[src/rtl/serial_subtractor_pkg.sv]
// rtl/serial_subtractor_pkg.sv - shared FSM state type and default width for the serial subtractor
package serial_subtractor_pkg;

    localparam int DEFAULT_WIDTH = 8;

    typedef enum logic [1:0] {
        ST_IDLE  = 2'd0,
        ST_SHIFT = 2'd1,
        ST_DONE  = 2'd2
    } state_e;

endpackage

[src/rtl/serial_subtractor_full_sub.sv]
// rtl/serial_subtractor_full_sub.sv - combinational one-bit full-subtractor cell
module full_sub (
    input  logic a,
    input  logic b,
    input  logic b_in,
    output logic diff,
    output logic bor
);

    assign diff = a ^ b ^ b_in;
    assign bor  = (~a & b) | (~(a ^ b) & b_in);

endmodule

[src/rtl/serial_subtractor.sv]
// rtl/serial_subtractor.sv - bit-serial A - B - Bin, LSB first, one full_sub cell and a registered borrow
module serial_subtractor
    import serial_subtractor_pkg::*;
#(
    parameter int WIDTH = DEFAULT_WIDTH
) (
    input  logic             clk,
    input  logic             rst_n,
    input  logic             in_valid,
    output logic             in_ready,
    input  logic [WIDTH-1:0] a,
    input  logic [WIDTH-1:0] b,
    input  logic             b_in,
    output logic             out_valid,
    input  logic             out_ready,
    output logic [WIDTH-1:0] diff,
    output logic             bor,
    output logic             ovf,
    output logic             busy
);

    localparam int CNT_W = $clog2(WIDTH);
    localparam logic [CNT_W-1:0] CNT_LAST = CNT_W'(WIDTH - 1);

    state_e           state_q, state_d;
    logic [WIDTH-1:0] a_sh_q, a_sh_d;
    logic [WIDTH-1:0] b_sh_q, b_sh_d;
    logic [WIDTH-1:0] diff_sh_q, diff_sh_d;
    logic             borrow_q, borrow_d;
    logic [CNT_W-1:0] cnt_q, cnt_d;
    logic             a_msb_q, a_msb_d;
    logic             b_msb_q, b_msb_d;
    logic [WIDTH-1:0] diff_q, diff_d;
    logic             bor_q, bor_d;
    logic             ovf_q, ovf_d;
    logic             in_ready_q, in_ready_d;
    logic             out_valid_q, out_valid_d;
    logic             busy_q, busy_d;

    logic cell_diff;
    logic cell_bor;

    full_sub u_full_sub (
        .a    (a_sh_q[0]),
        .b    (b_sh_q[0]),
        .b_in (borrow_q),
        .diff (cell_diff),
        .bor  (cell_bor)
    );

    always_comb begin
        state_d   = state_q;
        a_sh_d    = a_sh_q;
        b_sh_d    = b_sh_q;
        diff_sh_d = diff_sh_q;
        borrow_d  = borrow_q;
        cnt_d     = cnt_q;
        a_msb_d   = a_msb_q;
        b_msb_d   = b_msb_q;
        diff_d    = diff_q;
        bor_d     = bor_q;
        ovf_d     = ovf_q;

        case (state_q)
            ST_IDLE: begin
                if (in_valid) begin
                    a_sh_d    = a;
                    b_sh_d    = b;
                    borrow_d  = b_in;
                    cnt_d     = '0;
                    diff_sh_d = '0;
                    a_msb_d   = a[WIDTH-1];
                    b_msb_d   = b[WIDTH-1];
                    state_d   = ST_SHIFT;
                end
            end
            ST_SHIFT: begin
                a_sh_d    = a_sh_q >> 1;
                b_sh_d    = b_sh_q >> 1;
                borrow_d  = cell_bor;
                diff_sh_d = {cell_diff, diff_sh_q[WIDTH-1:1]};
                if (cnt_q == CNT_LAST) begin
                    // Publish results on the final bit so they are already valid in DONE.
                    diff_d  = diff_sh_d;
                    bor_d   = cell_bor;
                    ovf_d   = (a_msb_q != b_msb_q) && (diff_sh_d[WIDTH-1] != a_msb_q);
                    state_d = ST_DONE;
                end else begin
                    cnt_d = cnt_q + CNT_W'(1);
                end
            end
            ST_DONE: begin
                if (out_ready) begin
                    state_d = ST_IDLE;
                end
            end
            default: begin
                state_d = ST_IDLE;
            end
        endcase

        in_ready_d  = (state_d == ST_IDLE);
        out_valid_d = (state_d == ST_DONE);
        busy_d      = (state_d == ST_SHIFT);
    end

    always_ff @(posedge clk or negedge rst_n) begin
        if (!rst_n) begin
            state_q     <= ST_IDLE;
            a_sh_q      <= '0;
            b_sh_q      <= '0;
            diff_sh_q   <= '0;
            borrow_q    <= 1'b0;
            cnt_q       <= '0;
            a_msb_q     <= 1'b0;
            b_msb_q     <= 1'b0;
            diff_q      <= '0;
            bor_q       <= 1'b0;
            ovf_q       <= 1'b0;
            in_ready_q  <= 1'b1;
            out_valid_q <= 1'b0;
            busy_q      <= 1'b0;
        end else begin
            state_q     <= state_d;
            a_sh_q      <= a_sh_d;
            b_sh_q      <= b_sh_d;
            diff_sh_q   <= diff_sh_d;
            borrow_q    <= borrow_d;
            cnt_q       <= cnt_d;
            a_msb_q     <= a_msb_d;
            b_msb_q     <= b_msb_d;
            diff_q      <= diff_d;
            bor_q       <= bor_d;
            ovf_q       <= ovf_d;
            in_ready_q  <= in_ready_d;
            out_valid_q <= out_valid_d;
            busy_q      <= busy_d;
        end
    end

    assign in_ready  = in_ready_q;
    assign out_valid = out_valid_q;
    assign busy      = busy_q;
    assign diff      = diff_q;
    assign bor       = bor_q;
    assign ovf       = ovf_q;

endmodule
[config.mk]
export PLATFORM = sky130hd
export DESIGN_NAME = serial_subtractor
export DESIGN_NICKNAME = d
export VERILOG_FILES = /design/src/rtl/serial_subtractor_pkg.sv /design/src/rtl/serial_subtractor_full_sub.sv /design/src/rtl/serial_subtractor.sv
export SDC_FILE = /design/constraint.sdc
export NUM_CORES = 1
export LEC_CHECK = 0
export ABC_AREA = 0
export CELL_PAD_IN_SITES_DETAIL_PLACEMENT = 0
export CELL_PAD_IN_SITES_GLOBAL_PLACEMENT = 1
export CORE_AREA = 10 10 77 79
export DETAILED_ROUTE_END_ITERATION = 6
export DIE_AREA = 0 0 87 89
export HOLD_SLACK_MARGIN = 0.08
export PLACE_DENSITY_LB_ADDON = 0.2
export SKIP_CTS_REPAIR_TIMING = 1
export SLEW_MARGIN = 5
export SYNTH_ARGS = -nofsm -noshare
export SYNTH_HDL_FRONTEND = slang
export SYNTH_SLANG_ARGS = --single-unit
[constraint.sdc]
create_clock -name clk -period 4.6 [get_ports clk]
set_input_delay 0.69 -clock clk [delete_from_list [all_inputs] [get_ports clk]]
set_output_delay 0.69 -clock clk [all_outputs]
set_load 0.005 [all_outputs]
# [Yosys cells after proc, flatten, opt, wreduce, memory -nomap -nowiden]
# Cells that the tools add are included.
[word_totals] ff_bits=45 latch_bits=0 ram_bits=0 romBits=0 word_cells=54 mem_count=0
[op_classes] n_addsub=1 multipliers=0 div=0 order_cmp=0 eq_ne=9 n_shift=0 muxes=15 bitwise_logic=7 reduce_logical=8
[op_table] op="one-hot mux 8 bit (2 select lines)" n=3
[op_table] op="two-way mux 8 bit" n=3
[op_table] op="two-way mux 2 bit" n=3
[op_table] op="two-way mux 3 bit" n=2
[op_table] op="one-hot mux 2 bit (3 select lines)" n=1
[op_table] op="one-hot mux 3 bit (2 select lines)" n=1
[op_table] op="AND reduction 2 bit" n=3
[op_table] op="== test 2 x 1 -> 1 bit, second input constant" n=2
[op_table] op="== test 2 bit, second input constant" n=2
[op_table] op="zero test 2 bit" n=2
[op_table] op="inequality test 2 bit, second input constant" n=2
[op_table] op="adder 3 x 1 -> 3 bit, second input constant" n=1
[op_table] op="== test 3 bit, second input constant" n=1
[op_table] op="AND reduction 3 bit" n=1
[op_table] op="bitwise AND 1 bit" n=2
[op_table] op="inequality test 1 bit" n=2
[op_table] op="inverter 1 bit" n=2
[op_table] op="one-hot mux 1 bit (2 select lines)" n=1
[op_table] op="nonzero test 2 bit" n=1
[op_table] op="XOR 1 bit" n=2
[op_table] op="logical AND 1 bit" n=1
[op_table] op="two-way mux 1 bit" n=1
[op_table] op="OR 1 bit" n=1

# [Depth between registers and ports, before layout]
# Gate-level depths: netlist of run 1.
[logic_depth] word_depth=5 depth_mapped=6

# [By module]
# Synthesis of run 1 repeated with hierarchy kept, for this count alone.
[unflattened] cells_unflattened=160 hier_area_um2=1930.6
[by_module_without_submodules] module="serial_subtractor" n_inst=1 cells_per_inst=156 area_each_um2=1899.3 seq_area_each_um2=1102.3
[by_module_without_submodules] module="full_sub" n_inst=1 cells_per_inst=4 area_each_um2=31.3 seq_area_each_um2=0.0

# [Least setup slack after synthesis of run 1]
# Ideal clock, no wire load.
[synth_path] kind="register to register" startpoint="reg cnt_q[0]" endpoint="reg diff_q[4], in the netlist diff[4]" arrival_ns=1.460 t_required_ns=4.472 path_slack_ns=3.012 stages_incl_launch_ff=6 path_buffers=1 synth_period_minus_slack_ns=1.588 path_cell_list="dfrtp_1 > ha_1 > ha_1 > nand3b_2 > buf_2 > mux2_1"
[synth_via] elab_chain_cells=2
[synth_rtl] item="start, declared" line="serial_subtractor.sv:30" text="logic [CNT_W-1:0] cnt_q, cnt_d;"
[synth_rtl] item="start signal, assigned" line="serial_subtractor.sv:129" text="cnt_q <= cnt_d;"
[synth_rtl] item="== test 3 bit" line="serial_subtractor.sv:82" text="if (cnt_q == CNT_LAST) begin"
[synth_rtl] item="AND reduction 2 bit (no line)"
[synth_rtl] item="end signal, assigned" line="serial_subtractor.sv:132" text="diff_q <= diff_d;"
[synth_rtl] item="end, declared" line="serial_subtractor.sv:33" text="logic [WIDTH-1:0] diff_q, diff_d;"
# No other way between the ends.
# A chain may end at the register's enable or synchronous reset.

# [Worst setup path after layout of run 1]
[layout_path] startpoint="reg state_q[0]" endpoint="reg a_sh_q[0]"
[layout_via] elab_chain_cells=3 word_cells_on_any_way=6
[layout_rtl] item="start, declared" line="serial_subtractor.sv:25" text="state_e state_q, state_d;"
[layout_rtl] item="start signal, assigned" line="serial_subtractor.sv:124" text="state_q <= state_d;"
[layout_rtl] item="== test 2 x 1 -> 1 bit / zero test 2 bit (equally long branches)" line="serial_subtractor.sv:64" text="case (state_q)"
[layout_rtl] item="nonzero test 2 bit (no line) / inequality test 2 bit (equally long branches)"
[layout_rtl] item="AND reduction 2 bit (no line)"
[layout_rtl] item="end signal, assigned" line="serial_subtractor.sv:125" text="a_sh_q <= a_sh_d;"
[layout_rtl] item="end, declared" line="serial_subtractor.sv:26" text="logic [WIDTH-1:0] a_sh_q, a_sh_d;"
# Parallel ways exist; a longest one is shown, timed or not.

==> results.py, run 1 <==
metrics = {
    "final_layout": {
        "fillers": 392,
        "utilization_pct": 51.37,
        "layoutNonFillerInstCount": 244,
        "fin_area_um2": 2330,
        "layout_commonest_cell": "dfrtp_1",
        "nets": 213,
        "area_growth_pct": 23.15,
        "final_cell_mix": "43 x dfrtp_1, 32 x clkdlybuf4s50_1, 21 x nand2_1, 18 x o21ai_1, 14 x mux2i_1",
        "antenna_cells": 0,
        "drive_gt1_share_pct": 7.895,
    },
    "floorplanning": {
        "row_count": 25,
        "die_y_um": 89,
        "start_util_pct": 41.71,
        "core_area_um2": 4536,
        "die-area_um2": 7743,
        "die-width_um": 87,
        "pin_count": 34,
    },
    "place": {
        "dp_hpwl_um": 2600,
        "place_inst": 236,
        "dpl-instance-area_um2": 2237,
        "gp_congestion": 0.6884,
        "io_buffers": 33,
    },
    "sta": {
        "final_hold_viol_count": 0,
        "tightest_slew_ns": 0.9631,
        "skew_ns": 0.006570,
        "slew_viol_final": 0,
        "rsz0062_at_grt": "no",
        "relSlewSlack_pct": 35.79,
        "tns_ns": 0,
        "setup_viol": 0,
        "min_period_ns": 2.037,
        "max_freq_mhz": 490.9,
        "period_share_pct": 44.28,
    },
    "clocking": {
        "clockBufferDepth": 2,
        "cts_max_level": 2,
        "root_buffer": "clkbuf_8",
        "clock-sinks": 44,
        "cts_tree": "done",
        "clkTransAtPathRegs_ns": 0.08,
        "clk_latency_ns": 0.29,
        "numCtsBuffers": 5,
    },
    "power_and_ir_drop": {
        "p_per_area_nw_per_um2": 609.7,
        "peakVddDrop_uv": 223.4,
        "leakagePower_nw": 1.087,
    },
    "logic_synthesis": {
        "yosys_warnings": 0,
        "synthCells": 157,
        "ys_seq_elements": 44,
        "syn_area_um2": 1892,
        "yosysSeqAreaShare_pct": 58.27,
        "syn_avg_cell_area_um2": 12.05,
        "synth_cell_types": 26,
        "synth_fp_nets": 181,
    },
    "worst_setup_path": {
        "r2r_cells": 3,
        "critical_path.cell_chain": "and2b_1 -> mux2i_1 -> o21ai_1",
        "crit_path_start_kind": "flip-flop",
        "r2r-start": "state_q[0]",
        "worstPathRequired_ns": 4.76,
        "critPathSlowestCell": "and2b_1",
        "crit_family": "simple AND/OR/NAND/NOR gates",
        "r2r_end": "a_sh_q[0]",
        "cp.arrival_ns": 2.19,
        "cp-startpoint": "state_q[0]",
        "path_buf_inv": 0,
        "cp_max_fo": 21,
        "critPathMaxStageDelay_ns": 0.84,
        "criticalPathCategory": "reg2reg",
        "endpoint_kind": "flip-flop",
        "rrSetupSlack_ns": 2.56,
    },
    "global_routing": {
        "grt_max_degree": 45,
        "grt-ovfl-total": 0,
        "grt_pass1_wl_um": 6196,
        "gr-usage-all-layers_pct": 10.06,
        "grt_pass1_vias": 1325,
        "antenna_found_initial": 0,
    },
    "routing": {
        "route.detailed.drc": 0,
        "drt_pass1_iterations": 4,
        "final_antenna_net_count": 0,
        "viasPerCell": 5.111,
        "drt_iter0_markers": 41,
        "wl_per_cell_um": 14.93,
        "totalWireLength_um": 3642,
        "vias": 1247,
    },
    "worst_hold_path": {
        "min_path_type": "reg2reg",
        "hold_path_end": "a_sh_q[4]",
        "hold_path.startpoint": "a_sh_q[4]",
        "hold_path_depth": 2,
    },
    "run_status": {
        "status": "complete, no violations",
    },
    "job": {
        "maxCapViolations": 0,
    },
}
-- per-layer routing --
| layer | GRT usage [%] | wire [um] | up-vias | share of wire (%) |
|---|---|---|---|---|
| li1 | - | - | 609 | - |
| met1 | 11.99 | 1589 | 607 | 44 |
| met2 | 15.79 | 1762 | 25 | 48 |
| met3 | 3.282 | 227 | 6 | 6.2 |
| met4 | 5.302 | 62 | 0 | 1.7 |
| met5 | 0 | 0 | - | 0 |
-- state kept, by name, summed over array words and instances (netlist names) --
signal,count
a_msb_q,1
cnt_q,3
busy,1
b_sh_q,8
a_sh_q,8
diff_sh_q,7
borrow_q,1
diff,8
bor,1
state_q,2
out_valid,1
in_ready,1
b_msb_q,1
ovf,1
-- Yosys cell counts --
library cell | number | area (um2)
a21o_1 | 1 | 7.510
a21oi_1 | 3 | 15.01
a22o_1 | 8 | 70.07
a22oi_1 | 3 | 22.52
and2b_1 | 2 | 15.01
and3b_1 | 1 | 8.760
buf_2 | 5 | 25.02
buf_4 | 3 | 22.52
dfrtp_1 | 43 | 1076
dfstp_2 | 1 | 26.28
fa_1 | 1 | 20.02
ha_1 | 2 | 25.02
inv_1 | 5 | 18.77
mux2_1 | 10 | 112.6
mux2i_1 | 14 | 140.1
nand2_1 | 21 | 78.83
nand2b_1 | 1 | 6.260
nand3b_2 | 1 | 11.26
nor2_1 | 2 | 7.510
nor2b_1 | 4 | 25.02
nor2b_2 | 1 | 8.760
nor3_1 | 1 | 5.000
o21ai_0 | 3 | 15.01
o21ai_1 | 18 | 90.09
o21ba_2 | 2 | 20.02
o21bai_4 | 1 | 18.77
-- worst max-delay path by stage --
stage	endpoint	slack, ns	cells past startpoint
floorplan	diff[4]	3.01	5
global placement	cnt_q[0]	2.48	3
detailed placement	b_sh_q[6]	2.43	3
CTS	b_sh_q[5]	2.53	3
global route	borrow_q	2.39	3
finish	a_sh_q[0]	2.56	3
-- area by class of cell --
cell class | instances | area, um2 | share of cell area, %
clock buffer | 6 | 82.58 | 3.545
clock inverter | 2 | 10.01 | 0.4296
inverter | 5 | 18.77 | 0.8056
multi-input combinational | 100 | 723.2 | 31.04
sequential | 44 | 1102 | 47.31
tap | 54 | 67.56 | 2.900
timing repair buffer | 33 | 325.3 | 13.96
-- report_power, final --
part,internal [mW],leakage [nW],switching (mW)
logic,0.285,0.477,0.231
registers,0.550,0.559,0.107
clock network,0.120,0.0510,0.127
total,0.956,1.09,0.465
-- cells by family after synthesis --
group / after synthesis / share of synthesized area [%]
AND/OR/NAND/NOR: 34 / 8.796
buffers and inverters: 13 / 3.505
AO/OA/AOI/OAI: 39 / 13.69
multiplexers: 24 / 13.36
adder cells (fa/ha/maj): 3 / 2.381
flip-flops: 44 / 58.27
-- metrics by stage --
stage	hold WS [ns]	power [mW]	worst slack [ns]
after floorplan	0.3944	1.004	3.012
after global placement	0.4670	1.168	2.478
after detailed placement	0.4753	1.195	2.426
after CTS	0.4937	1.447	2.528
after global routing	0.5131	1.531	2.385
final	0.4896	1.420	2.563
-- worst reg2reg max path: cells and delay by family, from the launching register on --
kind	cells	cell delay (ns)
DFF	1	0.68
AOI/OAI and AO/OA	1	0.08
muxes	1	0.30
and+or+nand+nor	1	0.84
No activity file was read; power rests on OpenSTA's default activity.
==> run 2, diff against run 1 <==
--- a/config.mk
+++ b/config.mk
@@ -8,9 +8,9 @@
 export ABC_AREA = 0
 export CELL_PAD_IN_SITES_DETAIL_PLACEMENT = 0
 export CELL_PAD_IN_SITES_GLOBAL_PLACEMENT = 1
-export CORE_AREA = 10 10 77 79
+export CORE_AREA = 10 10 79 81
 export DETAILED_ROUTE_END_ITERATION = 6
-export DIE_AREA = 0 0 87 89
+export DIE_AREA = 0 0 89 91
 export HOLD_SLACK_MARGIN = 0.08
 export PLACE_DENSITY_LB_ADDON = 0.2
 export SKIP_CTS_REPAIR_TIMING = 1
==> constraint.sdc (replaced) <==
create_clock -name clk -period 2 [get_ports clk]
set_input_delay 0.3 -clock clk [delete_from_list [all_inputs] [get_ports clk]]
set_output_delay 0.3 -clock clk [all_outputs]
set_load 0.005 [all_outputs]
==> results.py, run 2 (synthesized netlist as in run 1, its figures left out) <==
metrics = {
    "clocking": {
        "clockBufferDepth": 2,
        "root_buffer": "clkbuf_8",
        "cts_tree": "done",
        "clock-sinks": 44,
        "cts_max_level": 2,
        "numCtsBuffers": 5,
        "clk_latency_ns": 0.29,
        "clkTransAtPathRegs_ns": 0.08,
    },
    "worst_setup_path": {
        "cp_max_fo": 14,
        "criticalPathCategory": "reg2reg",
        "crit_family": "adder cells",
        "critPathMostFrequentCell": "ha_1",
        "r2r_cells": 4,
        "endpoint_kind": "flip-flop",
        "critPathSlowestCell": "dfrtp_1",
        "crit_path_start_kind": "flip-flop",
        "critPathMaxStageDelay_ns": 0.42,
        "r2r_end": "diff[1]",
        "worstPathRequired_ns": 2.17,
        "critical_path.cell_chain": "ha_1 -> ha_1 -> nand3b_2 -> mux2_1",
        "rrSetupSlack_ns": 0.34,
        "path_buf_inv": 0,
        "cp.arrival_ns": 1.84,
        "r2r-start": "cnt_q[0]",
    },
    "routing": {
        "drt_iter0_markers": 65,
        "drt_pass1_iterations": 4,
        "final_antenna_net_count": 0,
        "vias": 1244,
        "route.detailed.drc": 0,
        "viasPerCell": 5.016,
        "totalWireLength_um": 3820,
        "wl_per_cell_um": 15.40,
    },
    "place": {
        "io_buffers": 33,
        "gp_congestion": 0.7702,
        "dp_hpwl_um": 2787,
    },
    "floorplanning": {
        "core_area_um2": 4661,
        "row_count": 25,
        "pin_count": 34,
        "die-width_um": 89,
        "die_y_um": 91,
        "start_util_pct": 40.59,
        "die-area_um2": 8099,
    },
    "sta": {
        "tightest_slew_ns": 0.5471,
        "final_hold_viol_count": 0,
        "holdWs_ns": 0.06906,
        "period_share_pct": 83.19,
        "slew_viol_final": 0,
        "relSlewSlack_pct": 63.52,
        "skew_ns": 0.006992,
        "tns_ns": 0,
        "max_freq_mhz": 601.1,
        "setup_viol": 0,
        "min_period_ns": 1.664,
        "rsz0062_at_grt": "no",
    },
    "final_layout": {
        "area_growth_pct": 28.90,
        "antenna_cells": 0,
        "nets": 217,
        "drive_gt1_share_pct": 9.794,
        "layout_commonest_cell": "dfrtp_1",
        "final_cell_mix": "43 x dfrtp_1, 32 x clkdlybuf4s50_1, 21 x nand2_1, 18 x o21ai_1, 14 x mux2i_1",
    },
    "power_and_ir_drop": {
        "power_mw": 3.676,
        "leakagePower_nw": 1.137,
        "peakVddDrop_uv": 608.7,
        "p_per_area_nw_per_um2": 1507,
    },
    "worst_hold_path": {
        "min_path_type": "in2async",
    },
    "global_routing": {
        "grt_pass1_wl_um": 6486,
        "antenna_found_initial": 0,
        "grt_pass1_vias": 1337,
        "grt_max_degree": 45,
        "grt-ovfl-total": 0,
        "gr-usage-all-layers_pct": 10.05,
    },
    "job": {
        "maxCapViolations": 0,
    },
    "run_status": {
        "status": "complete, no violations",
    },
}
[run 2: power breakdown]
part           internal [mW]  switching, mW  total [mW]
registers               1.27          0.245        1.51
logic                  0.699          0.544        1.24
clock network          0.624          0.297       0.922
total                   2.59           1.09        3.68
[run 2: worst max-delay path by stage]
stage                         from  endpoint  slack, ns  cells past startpoint
after global placement    in_valid   b_msb_q       0.28                      4
after floorplan           cnt_q[0]   diff[4]       0.41                      5
after CTS                 cnt_q[0]   diff[1]       0.33                      4
after detailed placement  in_valid   b_msb_q       0.26                      4
after global routing      cnt_q[0]   diff[2]       0.24                      4
final                     cnt_q[0]   diff[1]       0.34                      4
[run 2: through the flow]
stage               cells  util (%)  instance area [um2]  setup WS (ns)
finish                248     52.32                 2439         0.3363
detailed placement    240     48.91                 2280         0.2575
floorplan             157         -                 1892         0.4120
global route          248     52.32                 2439         0.2380
CTS                   248     52.32                 2439         0.3278
global placement      240     48.91                 2280         0.2841
[run 2: cell type report]
type | count | area (um2)
sequential | 44 | 1102
multi-input combinational | 100 | 723.2
tap | 54 | 67.56
timing repair buffer | 37 | 367.9
inverter | 5 | 18.77
fill | 416 | 2222
clock buffer | 5 | 68.82
clock inverter | 3 | 90.09
[run 2: metal layers]
metal	up-vias	wire length, um	GRT usage, %
li1	616	-	-
met1	600	1689	12.40
met2	26	1840	15.74
met3	2	269	4.111
met4	0	20	2.785
met5	-	0	0
